### src/rtl/noc_pkg.sv
// Shared definitions for the bidirectional ring NoC: port/direction encoding,
// destination field position and the shortest-path route computation.
package noc_pkg;

  typedef enum logic [1:0] {
    DIR_HOST  = 2'd0,
    DIR_LEFT  = 2'd1,
    DIR_RIGHT = 2'd2
  } dir_t;

  localparam int NUM_PORTS = 3;

  function automatic int dest_msb(input int packet_size);
    return packet_size - 1;
  endfunction

  function automatic int dest_lsb(input int packet_size, input int router_bits);
    return packet_size - router_bits;
  endfunction

  // Ties (rd == n/2) go right, which also makes a 2-router ring always route right.
  function automatic dir_t route_dir(input int unsigned k, input int unsigned d,
                                     input int unsigned n);
    int unsigned rd;
    rd = (d + n - k) % n;
    if (d == k) begin
      return DIR_HOST;
    end else if (rd <= n / 32'd2) begin
      return DIR_RIGHT;
    end else begin
      return DIR_LEFT;
    end
  endfunction

endpackage

### src/rtl/ring_router_hs.sv
// One ring router: host/left/right input FIFOs, per-output round-robin arbiters,
// registered link outputs gated by the neighbour's conservative full flag.
module ring_router_hs
  import noc_pkg::*;
#(
  parameter int PACKET_SIZE = 8,
  parameter int NUM_ROUTERS = 4,
  parameter int ROUTER_BITS = 2,
  parameter int FIFO_DEPTH  = 4,
  parameter int ROUTER_ID   = 0
) (
  input  logic                   clk,
  input  logic                   rst,
  input  logic [PACKET_SIZE-1:0] host_data_in,
  input  logic                   host_valid_in,
  output logic                   host_ready_out,
  output logic [PACKET_SIZE-1:0] host_data_out,
  output logic                   host_valid_out,
  output logic                   host_err,
  input  logic [PACKET_SIZE-1:0] from_left_data,
  input  logic                   from_left_valid,
  output logic                   from_left_full,
  input  logic [PACKET_SIZE-1:0] from_right_data,
  input  logic                   from_right_valid,
  output logic                   from_right_full,
  output logic [PACKET_SIZE-1:0] to_left_data,
  output logic                   to_left_valid,
  input  logic                   to_left_full,
  output logic [PACKET_SIZE-1:0] to_right_data,
  output logic                   to_right_valid,
  input  logic                   to_right_full
);

  localparam int MSB = dest_msb(PACKET_SIZE);
  localparam int LSB = dest_lsb(PACKET_SIZE, ROUTER_BITS);
  localparam int AW  = $clog2(FIFO_DEPTH);
  localparam int CW  = $clog2(FIFO_DEPTH + 1);
  localparam logic [AW-1:0] LAST = AW'(FIFO_DEPTH - 1);

  logic [PACKET_SIZE-1:0] mem_r [NUM_PORTS][FIFO_DEPTH];
  logic [AW-1:0]          rd_ptr_r [NUM_PORTS];
  logic [AW-1:0]          wr_ptr_r [NUM_PORTS];
  logic [CW-1:0]          count_r [NUM_PORTS];
  logic [1:0]             rr_ptr_r [NUM_PORTS];
  logic [NUM_PORTS-1:0]   push_s, pop_s, head_valid_s, out_ok_s;
  logic [PACKET_SIZE-1:0] push_data_s [NUM_PORTS];
  logic [PACKET_SIZE-1:0] head_data_s [NUM_PORTS];
  logic [PACKET_SIZE-1:0] win_data_s [NUM_PORTS];
  logic [NUM_PORTS-1:0]   grant_s [NUM_PORTS];
  dir_t                   head_dir_s [NUM_PORTS];
  logic                   in_bad_s, accept_s;

  assign in_bad_s       = 32'(host_data_in[MSB:LSB]) >= NUM_ROUTERS;
  assign host_ready_out = !rst && (count_r[0] != CW'(FIFO_DEPTH));
  assign accept_s       = host_valid_in && host_ready_out;
  assign push_s         = {from_right_valid, from_left_valid, accept_s && !in_bad_s};
  assign push_data_s[0] = host_data_in;
  assign push_data_s[1] = from_left_data;
  assign push_data_s[2] = from_right_data;

  // A pop in the same cycle is deliberately not credited, so the flag is conservative.
  assign from_left_full  = (32'(count_r[1]) + 32'(from_left_valid)) >= FIFO_DEPTH;
  assign from_right_full = (32'(count_r[2]) + 32'(from_right_valid)) >= FIFO_DEPTH;

  // FIFO heads and their routing decision.
  always_comb begin
    for (int i = 0; i < NUM_PORTS; i++) begin
      head_valid_s[i] = count_r[i] != '0;
      head_data_s[i]  = mem_r[i][rd_ptr_r[i]];
      head_dir_s[i]   = route_dir(ROUTER_ID, 32'(head_data_s[i][MSB:LSB]), NUM_ROUTERS);
    end
  end

  // Round-robin grant per output, starting the search at that output's pointer.
  always_comb begin
    int idx;
    idx      = 0;
    out_ok_s = {!to_right_full, !to_left_full, 1'b1};
    pop_s    = '0;
    for (int o = 0; o < NUM_PORTS; o++) begin
      grant_s[o]    = '0;
      win_data_s[o] = '0;
      for (int off = 0; off < NUM_PORTS; off++) begin
        idx = (32'(rr_ptr_r[o]) + off) % NUM_PORTS;
        if (grant_s[o] == '0 && out_ok_s[o] && head_valid_s[idx] &&
            head_dir_s[idx] == dir_t'(2'(o))) begin
          grant_s[o][idx] = 1'b1;
          win_data_s[o]   = head_data_s[idx];
        end else begin
          grant_s[o] = grant_s[o];
        end
      end
      pop_s = pop_s | grant_s[o];
    end
  end

  // FIFO storage; contents are don't-care until counted in.
  always_ff @(posedge clk) begin
    for (int i = 0; i < NUM_PORTS; i++) begin
      if (push_s[i]) mem_r[i][wr_ptr_r[i]] <= push_data_s[i];
    end
  end

  // FIFO pointers and occupancy.
  always_ff @(posedge clk) begin
    if (rst) begin
      for (int i = 0; i < NUM_PORTS; i++) begin
        rd_ptr_r[i] <= '0;
        wr_ptr_r[i] <= '0;
        count_r[i]  <= '0;
      end
    end else begin
      for (int i = 0; i < NUM_PORTS; i++) begin
        if (push_s[i]) wr_ptr_r[i] <= (wr_ptr_r[i] == LAST) ? '0 : wr_ptr_r[i] + AW'(1);
        if (pop_s[i])  rd_ptr_r[i] <= (rd_ptr_r[i] == LAST) ? '0 : rd_ptr_r[i] + AW'(1);
        count_r[i] <= count_r[i] + CW'(push_s[i]) - CW'(pop_s[i]);
      end
    end
  end

  // Arbiter pointers plus registered link and host outputs.
  always_ff @(posedge clk) begin
    if (rst) begin
      for (int o = 0; o < NUM_PORTS; o++) rr_ptr_r[o] <= 2'd0;
      host_valid_out <= 1'b0;
      host_data_out  <= '0;
      host_err       <= 1'b0;
      to_left_valid  <= 1'b0;
      to_left_data   <= '0;
      to_right_valid <= 1'b0;
      to_right_data  <= '0;
    end else begin
      for (int o = 0; o < NUM_PORTS; o++) begin
        for (int i = 0; i < NUM_PORTS; i++) begin
          if (grant_s[o][i]) rr_ptr_r[o] <= (i == NUM_PORTS - 1) ? 2'd0 : 2'(i + 1);
        end
      end
      host_valid_out <= |grant_s[DIR_HOST];
      to_left_valid  <= |grant_s[DIR_LEFT];
      to_right_valid <= |grant_s[DIR_RIGHT];
      if (|grant_s[DIR_HOST])  host_data_out <= win_data_s[DIR_HOST];
      if (|grant_s[DIR_LEFT])  to_left_data  <= win_data_s[DIR_LEFT];
      if (|grant_s[DIR_RIGHT]) to_right_data <= win_data_s[DIR_RIGHT];
      host_err <= accept_s && in_bad_s;
    end
  end

endmodule

### src/rtl/noc_ring_hs.sv
// Ring fabric top: NUM_ROUTERS identical routers wired to their modulo neighbours,
// with host buses flattened one PACKET_SIZE slice per router.
module noc_ring_hs
  import noc_pkg::*;
#(
  parameter int PACKET_SIZE = 8,
  parameter int NUM_ROUTERS = 4,
  parameter int ROUTER_BITS = 2,
  parameter int FIFO_DEPTH  = 4
) (
  input  logic                               clk,
  input  logic                               rst,
  input  logic [PACKET_SIZE*NUM_ROUTERS-1:0] host_data_in,
  input  logic [NUM_ROUTERS-1:0]             host_valid_in,
  output logic [NUM_ROUTERS-1:0]             host_ready_out,
  output logic [PACKET_SIZE*NUM_ROUTERS-1:0] host_data_out,
  output logic [NUM_ROUTERS-1:0]             host_valid_out,
  output logic [NUM_ROUTERS-1:0]             host_err
);

  logic [PACKET_SIZE-1:0] to_left_data_s  [NUM_ROUTERS];
  logic [PACKET_SIZE-1:0] to_right_data_s [NUM_ROUTERS];
  logic [NUM_ROUTERS-1:0] to_left_valid_s, to_right_valid_s;
  logic [NUM_ROUTERS-1:0] left_full_s, right_full_s;

  for (genvar i = 0; i < NUM_ROUTERS; i++) begin : g_router
    localparam int L = (i + NUM_ROUTERS - 1) % NUM_ROUTERS;
    localparam int R = (i + 1) % NUM_ROUTERS;

    ring_router_hs #(
      .PACKET_SIZE(PACKET_SIZE),
      .NUM_ROUTERS(NUM_ROUTERS),
      .ROUTER_BITS(ROUTER_BITS),
      .FIFO_DEPTH (FIFO_DEPTH),
      .ROUTER_ID  (i)
    ) u_router (
      .clk             (clk),
      .rst             (rst),
      .host_data_in    (host_data_in[i*PACKET_SIZE +: PACKET_SIZE]),
      .host_valid_in   (host_valid_in[i]),
      .host_ready_out  (host_ready_out[i]),
      .host_data_out   (host_data_out[i*PACKET_SIZE +: PACKET_SIZE]),
      .host_valid_out  (host_valid_out[i]),
      .host_err        (host_err[i]),
      .from_left_data  (to_right_data_s[L]),
      .from_left_valid (to_right_valid_s[L]),
      .from_left_full  (left_full_s[i]),
      .from_right_data (to_left_data_s[R]),
      .from_right_valid(to_left_valid_s[R]),
      .from_right_full (right_full_s[i]),
      .to_left_data    (to_left_data_s[i]),
      .to_left_valid   (to_left_valid_s[i]),
      .to_left_full    (right_full_s[L]),
      .to_right_data   (to_right_data_s[i]),
      .to_right_valid  (to_right_valid_s[i]),
      .to_right_full   (left_full_s[R])
    );
  end

endmodule
### config.mk
export PLATFORM = sky130hd
export DESIGN_NAME = noc_ring_hs
export DESIGN_NICKNAME = d
export VERILOG_FILES = /design/src/rtl/noc_pkg.sv /design/src/rtl/ring_router_hs.sv /design/src/rtl/noc_ring_hs.sv
export SDC_FILE = /design/constraint.sdc
export NUM_CORES = 1
export LEC_CHECK = 0
export ABC_AREA = 1
export CELL_PAD_IN_SITES_DETAIL_PLACEMENT = 2
export CELL_PAD_IN_SITES_GLOBAL_PLACEMENT = 2
export CORE_MARGIN = 2
export CORE_UTILIZATION = 25
export CTS_BUF_LIST = sky130_fd_sc_hd__clkbuf_4
export DETAILED_ROUTE_END_ITERATION = 16
export GPL_ROUTABILITY_DRIVEN = 0
export PLACE_DENSITY_LB_ADDON = 0.3
export REMOVE_ABC_BUFFERS = 1
export SLEW_MARGIN = 0
export SYNTH_ARGS = -nofsm -noshare
export SYNTH_HDL_FRONTEND = slang
export SYNTH_SLANG_ARGS = --single-unit
### constraint.sdc
create_clock -name clk -period 6.2 [get_ports clk]
set_input_delay 1.24 -clock clk [delete_from_list [all_inputs] [get_ports clk]]
set_output_delay 1.24 -clock clk [all_outputs]
set_load 0.01 [all_outputs]
==> flow_summary.json, run 1 <==
{
  "ys_seq_area_frac": 0.453,
  "start_util": 0.251,
  "path_delay_family": "simple AND/OR/NAND/NOR gates",
  "yosysTopAreaCellShare": 0.372,
  "use_met2": 0.300,
  "ctsResizeCount": 0,
  "crit_fanout": 19,
  "totalWireLength_um": 134000,
  "cts_buffers": 171,
  "clk_pin_slew_ns": 0.07,
  "first_pass_iters": 5,
  "slowest_delay_ns": 0.74,
  "syn_area_per_cell_um2": 8.16,
  "hold_viol": 0,
  "yosys-top-cells-area": "edfxtp_1 (37%), nand2_1 (12%), dfxtp_1 (8.1%)",
  "met1_usage": 0.236,
  "h-tree-depth": 4,
  "grt_pass1_vias": 34600,
  "grt_util_all_layers": 0.178,
  "max_cap_violations": 0,
  "overflow": 0,
  "ys_types": 72,
  "rsz0062_at_grt": "no",
  "synthCells": 4479,
  "cts_tree": "yes",
  "synth_seq_cells": 600,
  "die_x_um": 386,
  "slew_headroom": 0.339,
  "worst_hold_path_type": "register to register",
  "cpMostUsedCell": "inv_1",
  "worst_path_max_delay_cell": "edfxtp_1",
  "mostFrequentLayoutCell": "nand2_1",
  "use_met3": 0.0279,
  "min_period_ns": 5.45,
  "syn_area_mm2": 0.0365,
  "ant_nets": 0,
  "dp_hpwl_um": 96300,
  "portBuffers": 77,
  "die-area_mm2": 0.149,
  "final_cell_mix": "nand2_1 (1164), inv_1 (473), edfxtp_1 (452)",
  "io_pins": 82,
  "cp_num_buf_inv": 6,
  "required_ns": 7.13,
  "drive_gt1_frac": 0.124,
  "grt.busiest_layer": "met2",
  "clock_latency_ns": 1.13,
  "grt_max_degree": 72,
  "drc": 0,
  "setup_viol_count_final": 0,
  "worstSetupStartpointType": "register",
  "row_count": 140,
  "synth_warnings": 0,
  "die_y_um": 386,
  "final_nets": 4757,
  "finalSetupTns_ns": 0,
  "endpoint_kind": "register",
  "status": "finished, final reports clean",
  "max_freq_mhz": 183,
  "viasPerCell": 4.92,
  "synthFlopType": "edfxtp_1",
  "num_vias": 32600,
  "fin_skew_ns": 0.101,
  "areaGrowthSynthToFinish_pct": 12.9,
  "core_area_mm2": 0.145,
  "drv_slew": 0,
  "worstPathArrival_ns": 6.38,
  "grt_pass1_wl_um": 207000,
  "worstSetupPathType": "register to register",
  "clk_path_buf_depth": 3,
  "worst_pin_slew_ns": 0.988,
  "post-cts-setup-buffers": 0,
  "synth_enable_flop_cells": 452,
  "drt-initial-drc-count": 1667,
  "cts.sinks": 600,
  "final.period_utilization": 0.879,
  "root_buffer": "clkbuf_4",
  "async_flop_share": 0,
  "routedWlPerCell_um": 20.2,
  "yosysTopAreaCell": "edfxtp_1",
  "holdBufCountCts": 0,
  "antenna_found_initial": 2
}
## cells by family (layout without fill, tap and decap cells)
group / Yosys count / count (layout) / synth area share
simple gates: 2130 / 2130 / 0.261
compound gates: 831 / 831 / 0.142
buf+inv: 739 / 964 / 0.0828
flops: 600 / 600 / 0.453
fa+ha+maj: 158 / 158 / 0.0566
xor+xnor: 12 / 12 / 0.00288
mux: 8 / 8 / 0.00219
other cells: 1 / 11 / 0.000103
## per-layer routing
metal	vias to the layer above	part of all wire
met2	590	0.48
met5	-	0
li1	15500	-
met3	204	0.035
met1	16400	0.47
met4	0	0.020
## worst register-to-register path, stage by stage (launching register included)
cell	delay, ns
edfxtp_1	0.74
inv_1	0.43
nand2_1	0.15
nand3_1	0.09
nand2_1	0.26
inv_1	0.15
ha_1	0.37
inv_1	0.06
nor2_1	0.14
nand3_1	0.10
o211ai_1	0.12
nand3_1	0.11
inv_1	0.29
o21ai_1	0.21
nand3_1	0.17
nand2_1	0.09
nor2_1	0.21
nand2_2	0.23
nor2_2	0.20
nor2_4	0.07
nand2_1	0.09
ha_1	0.23
inv_1	0.06
ha_1	0.13
inv_1	0.05
fa_1	0.37
xnor2_1	0.18
nor2_1	0.05
## per-stage QoR
stage	utilization	hold WS [ns]	setup WS, ns	cell area, um2	std cells
after floorplan	-	0.435	1.20	35600	4278
after global placement	0.268	0.437	0.964	39000	6305
after detailed placement	0.268	0.444	0.726	39000	6305
after CTS	0.284	0.439	0.689	41200	6624
after global routing	0.284	0.457	0.0544	41200	6631
final	0.284	0.448	0.749	41200	6631
## final timing paths
path                                         start                                     to  slack (ns)  cells past startpoint
max            g_router[2].u_router.rd_ptr_r[0][4]     g_router[2].u_router.count_r[0][5]        0.75                     27
min          g_router[1].u_router.host_data_out[7]  g_router[1].u_router.host_data_out[7]        0.45                      2
max reg2reg    g_router[2].u_router.rd_ptr_r[0][4]     g_router[2].u_router.count_r[0][5]        0.75                     27
min reg2reg  g_router[1].u_router.host_data_out[7]  g_router[1].u_router.host_data_out[7]        0.45                      2
## area by class of cell
type                            instances  area, um2
Tap cell                             1917       2400
Sequential cell                       600      16500
Timing Repair Buffer                  110       1020
Clock inverter                         57        273
Inverter                              535       2050
Fill cell                           16800     104000
Multi-Input combinational cell       3143      17000
Clock buffer                          262       1970
Antenna cell                            7       17.5
## cells in the mapped netlist (all sizes together), types with 8 or more instances
cell     number
clkinv        8
mux2i         8
o311ai       18
a22oi        73
nor3         28
a221oi       39
o221ai       23
ha          146
dfxtp       148
o22ai        77
nand2      1232
edfxtp      452
clkbuf      125
nand3       440
o2111ai       9
o211ai       57
fa           12
nand4        18
o31ai        20
inv         527
buf          79
nor2        397
a21oi       131
o21ai       350
## registers in the layout (all words and copies together), names as in the netlist, 24 cells and up
name / flops
g_router.u_router.count_r: 36
g_router.u_router.host_data_out: 32
g_router.u_router.mem_r: 384
g_router.u_router.rd_ptr_r: 24
g_router.u_router.rr_ptr_r: 24
g_router.u_router.to_left_data: 32
g_router.u_router.to_right_data: 32
g_router.u_router.wr_ptr_r: 24
Power of run 1 is not shown: default switching activity piles up to over one toggle a cycle in this logic, so the estimate is an artifact.
==> run 2, diff against run 1 <==
--- a/config.mk
+++ b/config.mk
@@ -14,4 +14,5 @@
 export DETAILED_ROUTE_END_ITERATION = 16
 export GPL_ROUTABILITY_DRIVEN = 0
+export HOLD_SLACK_MARGIN = 0.02
 export PLACE_DENSITY_LB_ADDON = 0.3
 export REMOVE_ABC_BUFFERS = 1
==> constraint.sdc (replaced) <==
create_clock -name clk -period 6.2 [get_ports clk]
set_input_delay 1.24 -clock clk [delete_from_list [all_inputs] [get_ports clk]]
set_output_delay 1.24 -clock clk [all_outputs]
set_load 0.005 [all_outputs]
==> flow_summary.json, run 2 (same netlist as run 1, synthesis figures left out) <==
{
  "row_count": 140,
  "clk_path_buf_depth": 3,
  "totalWireLength_um": 134000,
  "io_pins": 82,
  "worst_hold_path_type": "register to register",
  "mostFrequentLayoutCell": "nand2_1",
  "fillerInstances": 16800,
  "holdPathStages": 2,
  "die_y_um": 386,
  "core_area_mm2": 0.145,
  "portBuffers": 77,
  "status": "finished, final reports clean",
  "drc": 0,
  "num_vias": 32500,
  "setup_viol_count_final": 0,
  "cts_buffers": 175,
  "endpoint_kind": "register",
  "worstPathArrival_ns": 6.37,
  "dp_slack_ns": 0.801,
  "routedWlPerCell_um": 20.1,
  "fin_skew_ns": 0.0958,
  "drt-initial-drc-count": 1535,
  "rsz0062_at_grt": "no",
  "postPlaceCellArea_mm2": 0.0390,
  "final_cell_area_mm2": 0.0413,
  "regToRegSetupSlack_ns": 0.81,
  "cts.sinks": 600,
  "finalSetupTns_ns": 0,
  "slew_headroom": 0.314,
  "dp_hpwl_um": 96200,
  "grt_util_all_layers": 0.178,
  "final_cell_mix": "nand2_1 (1164), inv_1 (473), edfxtp_1 (452)",
  "areaGrowthSynthToFinish_pct": 13.1,
  "antenna_found_initial": 3,
  "viasPerCell": 4.90,
  "first_pass_iters": 5,
  "die_x_um": 386,
  "h-tree-depth": 4,
  "min_period_ns": 5.39,
  "grt_pass1_wl_um": 207000,
  "ctsResizeCount": 0,
  "fin_hold_ws_ns": 0.448,
  "worstSetupPathType": "register to register",
  "r2r_end": "g_router[2].u_router.count_r[0][2]",
  "largest_reg_flops": 384,
  "ant_nets": 0,
  "crit_fanout": 19,
  "drv_slew": 0,
  "max_cap_violations": 0,
  "required_ns": 7.18,
  "holdBufCountCts": 0,
  "min_to": "g_router[1].u_router.host_data_out[7]",
  "grt_pass1_vias": 34700,
  "startpoint": "g_router[2].u_router.rd_ptr_r[0][0]",
  "max_freq_mhz": 186,
  "start_util": 0.251,
  "clk_pin_slew_ns": 0.07,
  "cts_tree": "yes",
  "overflow": 0,
  "worst_pin_slew_ns": 1.03,
  "final_nets": 4761,
  "grt_max_degree": 72,
  "drive_gt1_frac": 0.124,
  "die-area_mm2": 0.149,
  "worstSetupStartpointType": "register",
  "final.period_utilization": 0.869,
  "root_buffer": "clkbuf_4",
  "r2r_cells": 26,
  "setup_ws_ns": 0.811,
  "post-cts-setup-buffers": 0,
  "r2r_start": "g_router[2].u_router.rd_ptr_r[0][0]",
  "clock_latency_ns": 1.11,
  "hold_start": "g_router[1].u_router.host_data_out[7]",
  "hold_viol": 0
}
-- run 2: cell count changes in the layout (fill, tap and decap cells not counted), sizes merged --
cell / change
clkinv: +12
clkbuf: -4
bufinv: +2
clkinvlp: -2
inv: +1
-- run 2: routing by layer --
metal | track usage | wire, um | vias to the layer above | part of all wire
li1 | - | - | 15500 | -
met1 | 0.238 | 62800 | 16300 | 0.47
met2 | 0.294 | 62900 | 572 | 0.47
met3 | 0.0287 | 4590 | 193 | 0.034
met4 | 0.0551 | 3220 | 2 | 0.024
met5 | 0 | 19 | - | 0.00014
-- run 2: worst max-delay path by stage --
stage,to,slack [ns]
after detailed placement,g_router[2].u_router.count_r[0][5],0.80
final,g_router[2].u_router.count_r[0][2],0.81
after CTS,g_router[2].u_router.count_r[0][5],0.79
after floorplan,g_router[0].u_router.rr_ptr_r[1][1],1.20
after global placement,g_router[2].u_router.count_r[0][5],0.97
after global routing,g_router[2].u_router.count_r[0][2],0.15
-- run 2: layout make-up --
type	instances	area [um2]	area share
clock buffers	258	1940	0.0469
clock inverters	70	387	0.00936
flip-flops and latches	600	16500	0.400
repair buffers	110	1020	0.0246
diodes	7	17.5	0.000424
inverters	535	2050	0.0496
well taps	1917	2400	0.0580
multi-input cells	3143	17000	0.411
-- run 2: metrics by stage --
stage	utilization	instances
detailed placement	0.268	6305
floorplan	-	4278
CTS	0.284	6633
finish	0.284	6640
global placement	0.268	6305
global route	0.284	6640
-- run 2: critical path: stages (launching register included) --
cell,delay (ns)
edfxtp_1,0.76
inv_1,0.42
nand2_1,0.17
nand3_1,0.09
nand2_1,0.24
inv_1,0.18
ha_1,0.35
nor2_1,0.15
inv_1,0.08
o21ai_1,0.12
o211ai_1,0.10
a21boi_1,0.21
nand3_2,0.34
o21ai_2,0.28
nor2_2,0.08
nand3_1,0.07
nand2_1,0.08
nor2_1,0.17
nand2_1,0.10
ha_1,0.28
inv_1,0.06
ha_1,0.14
inv_1,0.05
fa_1,0.37
xor2_1,0.17
o21ai_0,0.10
a21oi_1,0.15
Power of run 2 is left out for the same reason.
==> run 3, diff against run 2 <==
ABC_AREA = default   (was 1)
SLEW_MARGIN = 25   (was 0)
==> flow_summary.json, run 3 <==
{
  "clk_pin_slew_ns": 0.06,
  "synthFlopType": "edfxtp_1",
  "yosys-top-cells-area": "edfxtp_1 (38%), dfxtp_1 (8.2%), mux2i_1 (7.9%)",
  "drv_slew": 0,
  "async_flop_share": 0,
  "syn_area_mm2": 0.0360,
  "portBuffers": 77,
  "largest_reg_flops": 384,
  "path_cells": "mux4_2 -> ha_1 -> nor2_1 -> and3_1 -> o31ai_1 -> a21oi_1 -> o21ai_0 -> or3b_2 -> or2_2 -> ha_1 -> inv_1 -> ha_1 -> inv_1 -> fa_1 -> xnor2_1 -> nor2_1",
  "cts_tree": "yes",
  "finalSetupTns_ns": 0,
  "grt_max_degree": 44,
  "rsz0062_at_grt": "no",
  "overflow": 0,
  "worstPathArrival_ns": 6.66,
  "highest_layer": "met4",
  "max_cap_violations": 0,
  "fillerInstances": 15800,
  "slew_headroom": 0.312,
  "synth_seq_cells": 600,
  "cts_buffers": 171,
  "clock_latency_ns": 1.18,
  "min_period_ns": 5.68,
  "h-tree-depth": 4,
  "synth_warnings": 0,
  "ctsResizeCount": 0,
  "startpoint": "g_router[2].u_router.rd_ptr_r[0][4]",
  "drt-initial-drc-count": 1413,
  "worst_pin_slew_ns": 1.03,
  "die_x_um": 384,
  "row_count": 139,
  "totalWireLength_um": 123000,
  "drt-met1-wl_um": 57100,
  "post-cts-setup-buffers": 0,
  "start_util": 0.251,
  "ant_nets": 0,
  "root_buffer": "clkbuf_4",
  "worstSetupPathType": "register to register",
  "drc": 0,
  "grt_pass1_wl_um": 189000,
  "routedWlPerCell_um": 22.5,
  "antenna_found_initial": 5,
  "final_nets": 3643,
  "die_y_um": 384,
  "ys_types": 101,
  "cts.sinks": 600,
  "final_cell_mix": "edfxtp_1 (452), mux2i_1 (283), clkbuf_4 (265)",
  "fin_skew_ns": 0.0873,
  "multi_input_area_mm2": 0.0178,
  "syn_area_per_cell_um2": 10.8,
  "die-area_mm2": 0.147,
  "drive_gt1_frac": 0.156,
  "hold_viol": 0,
  "yosysMostFrequentCell": "edfxtp_1",
  "mostFrequentLayoutCell": "edfxtp_1",
  "clk_path_buf_depth": 3,
  "worstSetupStartpointType": "register",
  "dp_hpwl_um": 89500,
  "final.period_utilization": 0.917,
  "io_pins": 82,
  "first_pass_iters": 6,
  "yosysTopAreaCell": "edfxtp_1",
  "r2r_start": "g_router[2].u_router.rd_ptr_r[0][4]",
  "num_vias": 27900,
  "grt_util_all_layers": 0.167,
  "ys_seq_area_frac": 0.459,
  "core_area_mm2": 0.143,
  "yosysTopAreaCellShare": 0.377,
  "synth_enable_flop_cells": 452,
  "worst_path_max_delay_cell": "o31ai_1",
  "synthCells": 3347,
  "regArea_mm2": 0.0165,
  "crit_fanout": 10,
  "wl_met3_um": 4760,
  "status": "finished, final reports clean",
  "hold_start": "g_router[1].u_router.host_data_out[7]",
  "worst_hold_path_type": "register to register",
  "cpMostUsedCell": "ha_1",
  "required_ns": 7.18,
  "met2_length_um": 58300,
  "areaGrowthSynthToFinish_pct": 14.3,
  "endpoint_kind": "register",
  "slowest_delay_ns": 0.78,
  "yosys-top-cells-count": "edfxtp_1 (452), mux2i_1 (283), nand2_1 (238)",
  "viasPerCell": 5.08,
  "holdBufCountCts": 0,
  "max_freq_mhz": 176,
  "setup_viol_count_final": 0,
  "grt_pass1_vias": 30200
}
## run 3: changes by cell type after synthesis, moves of 60 or more
cell | before | now
mux4_2 | 0 | 85
nand2_2 | 61 | 1
mux2i_1 | 8 | 283
o21ai_0 | 302 | 81
o22ai_1 | 77 | 172
a21oi_1 | 128 | 232
inv_1 | 473 | 188
and2_1 | 6 | 92
nand3_1 | 385 | 31
nand2_1 | 1164 | 238
nor2_1 | 338 | 186
a22oi_1 | 73 | 9
## run 3: kinds of logic (layout without fill, tap and decap cells)
logic type,Yosys count,after routing,synth area share
AO/OA/AOI/OAI,808,808,0.152
XOR/XNOR,16,16,0.00389
adder cells (fa/ha/maj),158,158,0.0574
buffers and inverters,422,662,0.0469
flip-flops,600,600,0.459
multiplexers,405,405,0.143
other,1,9,0.000104
AND/OR/NAND/NOR,937,937,0.137
## run 3: path summary, 6_finish.rpt
| check | cells after the start | to | slack, ns |
|---|---|---|---|
| hold reg to reg | 2 | g_router[1].u_router.host_data_out[7] | 0.43 |
| hold / removal | 2 | g_router[1].u_router.host_data_out[7] | 0.43 |
| setup reg to reg | 16 | g_router[2].u_router.count_r[0][8] | 0.52 |
| setup / recovery | 16 | g_router[2].u_router.count_r[0][8] | 0.52 |
## run 3: layout make-up
cell class / instances / share of cell area
Sequential cell: 600 / 0.402
Tap cell: 1903 / 0.0578
Clock inverter: 51 / 0.00842
Timing Repair Buffer: 153 / 0.0326
Clock buffer: 265 / 0.0483
Inverter: 193 / 0.0176
Multi-Input combinational cell: 2328 / 0.433
Antenna cell: 5 / 0.000304
## run 3: per-layer routing
metal	track usage	vias to the layer above
met5	0	-
met4	0.0573	0
met3	0.0304	194
met2	0.274	548
met1	0.220	14200
li1	-	13000
## run 3: per-stage QoR
| step | hold WS, ns | utilization | cell area [um2] | worst slack [ns] | cells |
|---|---|---|---|---|---|
| global route | 0.414 | 0.287 | 41200 | 0.186 | 5497 |
| global placement | 0.430 | 0.271 | 38800 | 0.700 | 5177 |
| floorplan | 0.425 | - | 35100 | 0.888 | 3121 |
| detailed placement | 0.435 | 0.271 | 38800 | 0.638 | 5177 |
| finish | 0.434 | 0.287 | 41200 | 0.516 | 5498 |
| CTS | 0.346 | 0.287 | 41100 | 0.541 | 5493 |
## run 3: critical path: cells and delay by family (launching register included)
| kind | cells | cell delay (ns) |
|---|---|---|
| AOI/OAI and AO/OA | 3 | 1.34 |
| and+or+nand+nor | 5 | 1.25 |
| adders and majority gates | 4 | 1.18 |
| muxes | 1 | 0.72 |
| DFF | 1 | 0.71 |
| xor gates and xnor gates | 1 | 0.18 |
| buffers and inverters | 2 | 0.11 |
Power of run 3 is left out for the same reason.
